[src/rtl/instr_mem_param.sv]
// Parametrised instruction RAM. After reset it clears itself to NOP_WORD,
// one word per cycle. It is then loaded through the program port and read
// through a fetch port with one cycle of latency.
module instr_mem_param #(
   parameter int              XLEN     = 32,
   parameter int              DEPTH    = 32,
   parameter int              ADDR_W   = 32,
   parameter logic [XLEN-1:0] NOP_WORD = XLEN'(32'h00000013)
) (
   input  logic              clk,
   input  logic              reset,
   input  logic              fetch_req,
   input  logic [ADDR_W-1:0] fetch_addr,
   output logic              fetch_ready,
   output logic              instr_valid,
   output logic [XLEN-1:0]   instruction,
   output logic              instr_fault,
   input  logic              prog_we,
   input  logic [ADDR_W-1:0] prog_addr,
   input  logic [XLEN-1:0]   prog_data,
   output logic              prog_ack,
   output logic              prog_err,
   output logic              init_busy
);

   localparam int IDX_W = $clog2(DEPTH);
   // Compare the whole word index against DEPTH, so high address bits can never alias.
   localparam logic [ADDR_W-3:0] DEPTH_IDX = (ADDR_W-2)'(DEPTH);

   typedef enum logic {S_INIT, S_READY} state_t;

   state_t            state_q, state_d;
   logic [IDX_W-1:0]  cnt_q, cnt_d;
   logic              instr_valid_q, instr_valid_d;
   logic              instr_fault_q, instr_fault_d;
   logic [XLEN-1:0]   instruction_q, instruction_d;
   logic              prog_ack_q, prog_ack_d;
   logic              prog_err_q, prog_err_d;

   logic [XLEN-1:0]   mem_q [DEPTH];
   logic              mem_we;
   logic [IDX_W-1:0]  mem_waddr;
   logic [XLEN-1:0]   mem_wdata;

   logic              fetch_ok, prog_ok;
   logic [IDX_W-1:0]  fetch_idx, prog_idx;

   // Decode addresses into word indices and check them for legality.
   always_comb begin
      fetch_ok  = (fetch_addr[1:0] == 2'b00) && (fetch_addr[ADDR_W-1:2] < DEPTH_IDX);
      prog_ok   = (prog_addr[1:0] == 2'b00) && (prog_addr[ADDR_W-1:2] < DEPTH_IDX);
      fetch_idx = fetch_addr[IDX_W+1:2];
      prog_idx  = prog_addr[IDX_W+1:2];
   end

   // Next-state logic for the FSM and the registered outputs. In INIT the clear
   // sequence owns the write port, and fetch and program requests are ignored.
   always_comb begin
      state_d       = state_q;
      cnt_d         = cnt_q;
      instr_valid_d = 1'b0;
      instr_fault_d = 1'b0;
      instruction_d = instruction_q;
      prog_ack_d    = 1'b0;
      prog_err_d    = 1'b0;
      mem_we        = 1'b0;
      mem_waddr     = cnt_q;
      mem_wdata     = NOP_WORD;
      case (state_q)
         S_INIT: begin
            mem_we = 1'b1;
            cnt_d  = cnt_q + 1'b1;
            if (cnt_q == IDX_W'(DEPTH - 1)) state_d = S_READY;
         end
         default: begin
            if (fetch_req) begin
               instr_valid_d = 1'b1;
               instr_fault_d = !fetch_ok;
               // The read is asynchronous, so a write to the same word in this
               // cycle is not yet visible: the fetch returns the old contents.
               instruction_d = fetch_ok ? mem_q[fetch_idx] : NOP_WORD;
            end
            if (prog_we) begin
               mem_we     = prog_ok;
               mem_waddr  = prog_idx;
               mem_wdata  = prog_data;
               prog_ack_d = prog_ok;
               prog_err_d = !prog_ok;
            end
         end
      endcase
      // A cycle that has reset asserted must not modify memory.
      if (reset) mem_we = 1'b0;
   end

   // Control and output registers, with synchronous reset.
   always_ff @(posedge clk) begin
      if (reset) begin
         state_q       <= S_INIT;
         cnt_q         <= '0;
         instr_valid_q <= 1'b0;
         instr_fault_q <= 1'b0;
         instruction_q <= NOP_WORD;
         prog_ack_q    <= 1'b0;
         prog_err_q    <= 1'b0;
      end else begin
         state_q       <= state_d;
         cnt_q         <= cnt_d;
         instr_valid_q <= instr_valid_d;
         instr_fault_q <= instr_fault_d;
         instruction_q <= instruction_d;
         prog_ack_q    <= prog_ack_d;
         prog_err_q    <= prog_err_d;
      end
   end

   // Storage array. It has no reset; the INIT sweep clears it.
   always_ff @(posedge clk) begin
      if (mem_we) mem_q[mem_waddr] <= mem_wdata;
   end

   assign fetch_ready = (state_q == S_READY);
   assign init_busy   = (state_q == S_INIT);
   assign instr_valid = instr_valid_q;
   assign instr_fault = instr_fault_q;
   assign instruction = instruction_q;
   assign prog_ack    = prog_ack_q;
   assign prog_err    = prog_err_q;

endmodule
[config.mk]
export PLATFORM = sky130hd
export DESIGN_NAME = instr_mem_param
export DESIGN_NICKNAME = d
export VERILOG_FILES = /design/src/rtl/instr_mem_param.sv
export SDC_FILE = /design/constraint.sdc
export NUM_CORES = 1
export LEC_CHECK = 0
export ABC_AREA = 1
export CORE_MARGIN = 2
export CORE_UTILIZATION = 40
export CTS_CLUSTER_DIAMETER = 40
export DETAILED_ROUTE_END_ITERATION = 8
export PLACE_DENSITY = 0.58
export RECOVER_POWER = 50
export SYNTH_ARGS = -nofsm -noshare
export SYNTH_HDL_FRONTEND = slang
export SYNTH_SLANG_ARGS = --single-unit
[constraint.sdc]
create_clock -name clk -period 8.4 [get_ports clk]
set_input_delay 1.26 -clock clk [delete_from_list [all_inputs] [get_ports clk]]
set_output_delay 1.26 -clock clk [all_outputs]
set_load 0.05 [all_outputs]
==> results.cfg <==
[run_status]
status = finished with violations
violations = capacitance limit, slew limit

[cells_and_area]
antenna_cells = 0
finish.utilization_pct = 47.0
final_nets = 3939
syn2layout_area_growth_pct = 16.3
post_route_cells_drive_above_1_share_pct = 7.81

[clock_network]
cts_hold_buf = 0
cts.htree.levels = 4
cts_resized = 0
post_cts_buffers = 0
clk_latency_ps = 740
cts_buffers = 137
cts_root_buf = clkbuf_16
clock_path_buffers = 3
cts_tree = done
cts_sinks = 1066
clk_pin_slew_ps = 50

[logic_synthesis]
synth_nets = 3831
syn-mean-instance-area_sq_um = 11.6
synth_compound_area_share_pct = 0.695
yosys.area_share.simple_pct = 22.4
yosysMostFrequentCell = nand2_1
synthAdderAreaFrac_pct = 0.0577
synthMuxAreaShare_pct = 0
syn_inst = 3729
synth_top_cells_by_area = edfxtp_1 71%, nand2_1 11%, nand3_1 10%, dfxtp_1 1.9%, nor2_1 1.2%
synth_common_cells = 1242 x nand2_1, 1024 x edfxtp_1, 884 x nand3_1
ys_seq_area_share_pct = 72.8
synth_xor_area_share_pct = 0
ys.flop_type = edfxtp_1
yosys.area.top_type = edfxtp_1
synth.cell_area_sq_mm = 0.0434
ys_async_sr_fraction_pct = 0
synth.yosys.warnings = 0
synth_seq_cells = 1066
synth_edf_count = 1024
synth_top_family_by_area = simple AND/OR/NAND/NOR gates
ys_types = 24
yosysTopAreaCellShare_pct = 70.9

[sta]
rsz0062_at_grt = no
tightestPinTransition_ps = 2850
max_freq_mhz = 200
min_period_ps = 4990
final-hold-violation-count = 0
timing.final.crit_share_pct = 59.4
setup_violations = 0
relSlewSlack_pct = -90.5
whs_ps = 460
clock-skew-final_ps = 27.9
finalMaxSlewViolations = 1072
fin_tns_setup_ps = 0

[run]
drv_cap = 32

[min_path]
hp-class = reg -> reg
hp-start = instruction[0]
hold-path-endpoint = instruction[0]
min_path_cells = 2

[drt]
wl_per_cell_um = 23.4
wl_um = 125000
ant_nets = 0
drt-initial-drc-count = 3415
num_vias = 28800
drc_errors = 0
via_per_inst = 5.39
drt_first_pass_iters = 7

[grt]
grt_pass1_vias = 27600
grt_max_degree = 197
antenna_found_initial = 0
groute.usage.overall_pct = 22.4
grt_pass1_wl_um = 184000
gr-total-overflow = 0

[critical_path]
cp.arrival_ps = 5430
path_max_fanout = 40
path_cells = buf_2 -> clkbuf_1 -> inv_1 -> nand3_1 -> nor2_4 -> buf_4
start_kind = primary input
cp_slowest_cell = clkbuf_1
slowest_delay_ps = 1930
r2r_cells = 3
r2r_start = fetch_ready
rrSetupSlack_ps = 3860
crit_required_ps = 8840
critical_path_class = in -> reg
crit_path_end_kind = flip-flop
regToRegEndpoint = mem_q[31][25]

[floorplanning]
start_util_pct = 40.4
chipWidth_um = 333
dieArea_sq_mm = 0.111
dieHeight_um = 333
io_pins = 138
row_count = 120
core_sq_mm = 0.107

[placed_design]
gp_congestion = 0.794
hpwlAfterDp_um = 65000
port_buffers = 137

[pwr]
max-vdd-ir-drop_uv = 204
powerDensity_mw_per_mm2 = 245
power.leakage_nw = 18.0
finalPower_mw = 12.4
## sequential cells by signal, indices dropped and copies added (netlist names)
name	cells
mem_q	1024
instruction	32
cnt_q	5
fetch_ready	1
instr_fault	1
instr_valid	1
prog_ack	1
prog_err	1
## report_power, final
| part | total [mW] | switching [mW] | leakage (nW) | internal (mW) |
|---|---|---|---|---|
| clock | 5.99 | 2.34 | 2.24 | 3.65 |
| sequential | 5.78 | 0.00749 | 8.87 | 5.78 |
| combinational | 0.596 | 0.417 | 6.86 | 0.179 |
## through the flow
stage | worst slack [ps] | instance area [sq um] | cells
floorplan | 4480 | 43400 | 3729
global placement | 3550 | 46000 | 5101
detailed placement | 3530 | 46000 | 5101
CTS | 4320 | 50700 | 5348
global route | 3030 | 50500 | 5348
finish | 3410 | 50500 | 5348
## layout make-up
cell class,count,area (sq um)
Clock inverter,85,1080
Sequential cell,1066,31600
Clock buffer,162,3610
Inverter,81,334
Timing Repair Buffer,201,1810
Tap cell,1403,1760
Fill cell,9512,56900
Multi-Input combinational cell,2350,10300
## layout by cell type (no fill, tap or decap), types with 2 or more instances in the layout
cell type,Yosys,final
nand2_1,1242,1242
edfxtp_1,1024,1024
nand3_1,884,884
clkbuf_16,0,140
nor2_1,143,108
clkdlybuf4s50_1,0,100
inv_1,78,76
dfxtp_1,42,42
buf_4,47,42
clkbuf_1,30,40
a21oi_1,35,35
nor2_4,0,33
dlygate4sd3_1,0,31
o21ai_0,22,22
bufinv_16,0,17
inv_6,0,15
clkinvlp_4,0,15
clkinv_2,0,12
clkinv_1,0,11
nor3_1,8,8
nand4_1,6,6
clkinv_4,0,6
inv_16,0,5
inv_8,1,5
nor2_2,1,3
or2_0,0,3
buf_12,0,3
o21ai_1,2,2
ha_1,2,2
clkinv_8,0,2
clkbuf_8,0,2
buf_8,0,2
buf_2,89,2
## per-layer routing
metal	wire (um)	part of all wire [%]	global-route usage, %	vias up
met4	3740	3.0	7.56	0
met2	56600	45	34.0	1311
met3	11500	9.2	5.39	202
met5	0	0	0	-
met1	53200	43	31.6	14000
li1	-	-	-	13300
## cells by family after synthesis
family	after synthesis
AND/OR/NAND/NOR	2288
flip-flops	1066
AO/OA/AOI/OAI	60
buffers and inverters	313
adder cells (fa/ha/maj)	2
## worst max path at each step
stage	endpoint	from	depth (start not counted)
2_1_floorplan	mem_q[1][0]	prog_we	7
3_3_place_gp	mem_q[17][10]	prog_addr[16]	11
3_5_place_dp	mem_q[17][3]	prog_addr[16]	11
4_1_cts	mem_q[17][7]	prog_addr[16]	11
5_1_grt	mem_q[16][0]	prog_we	4
6_report	mem_q[17][7]	reset	6
## worst max-delay path, delay by kind of cell
kind	cells	cell delay, ps
buf+inv	4	2910
simple gates	2	1230
No activity file was read; power rests on OpenSTA's default activity.
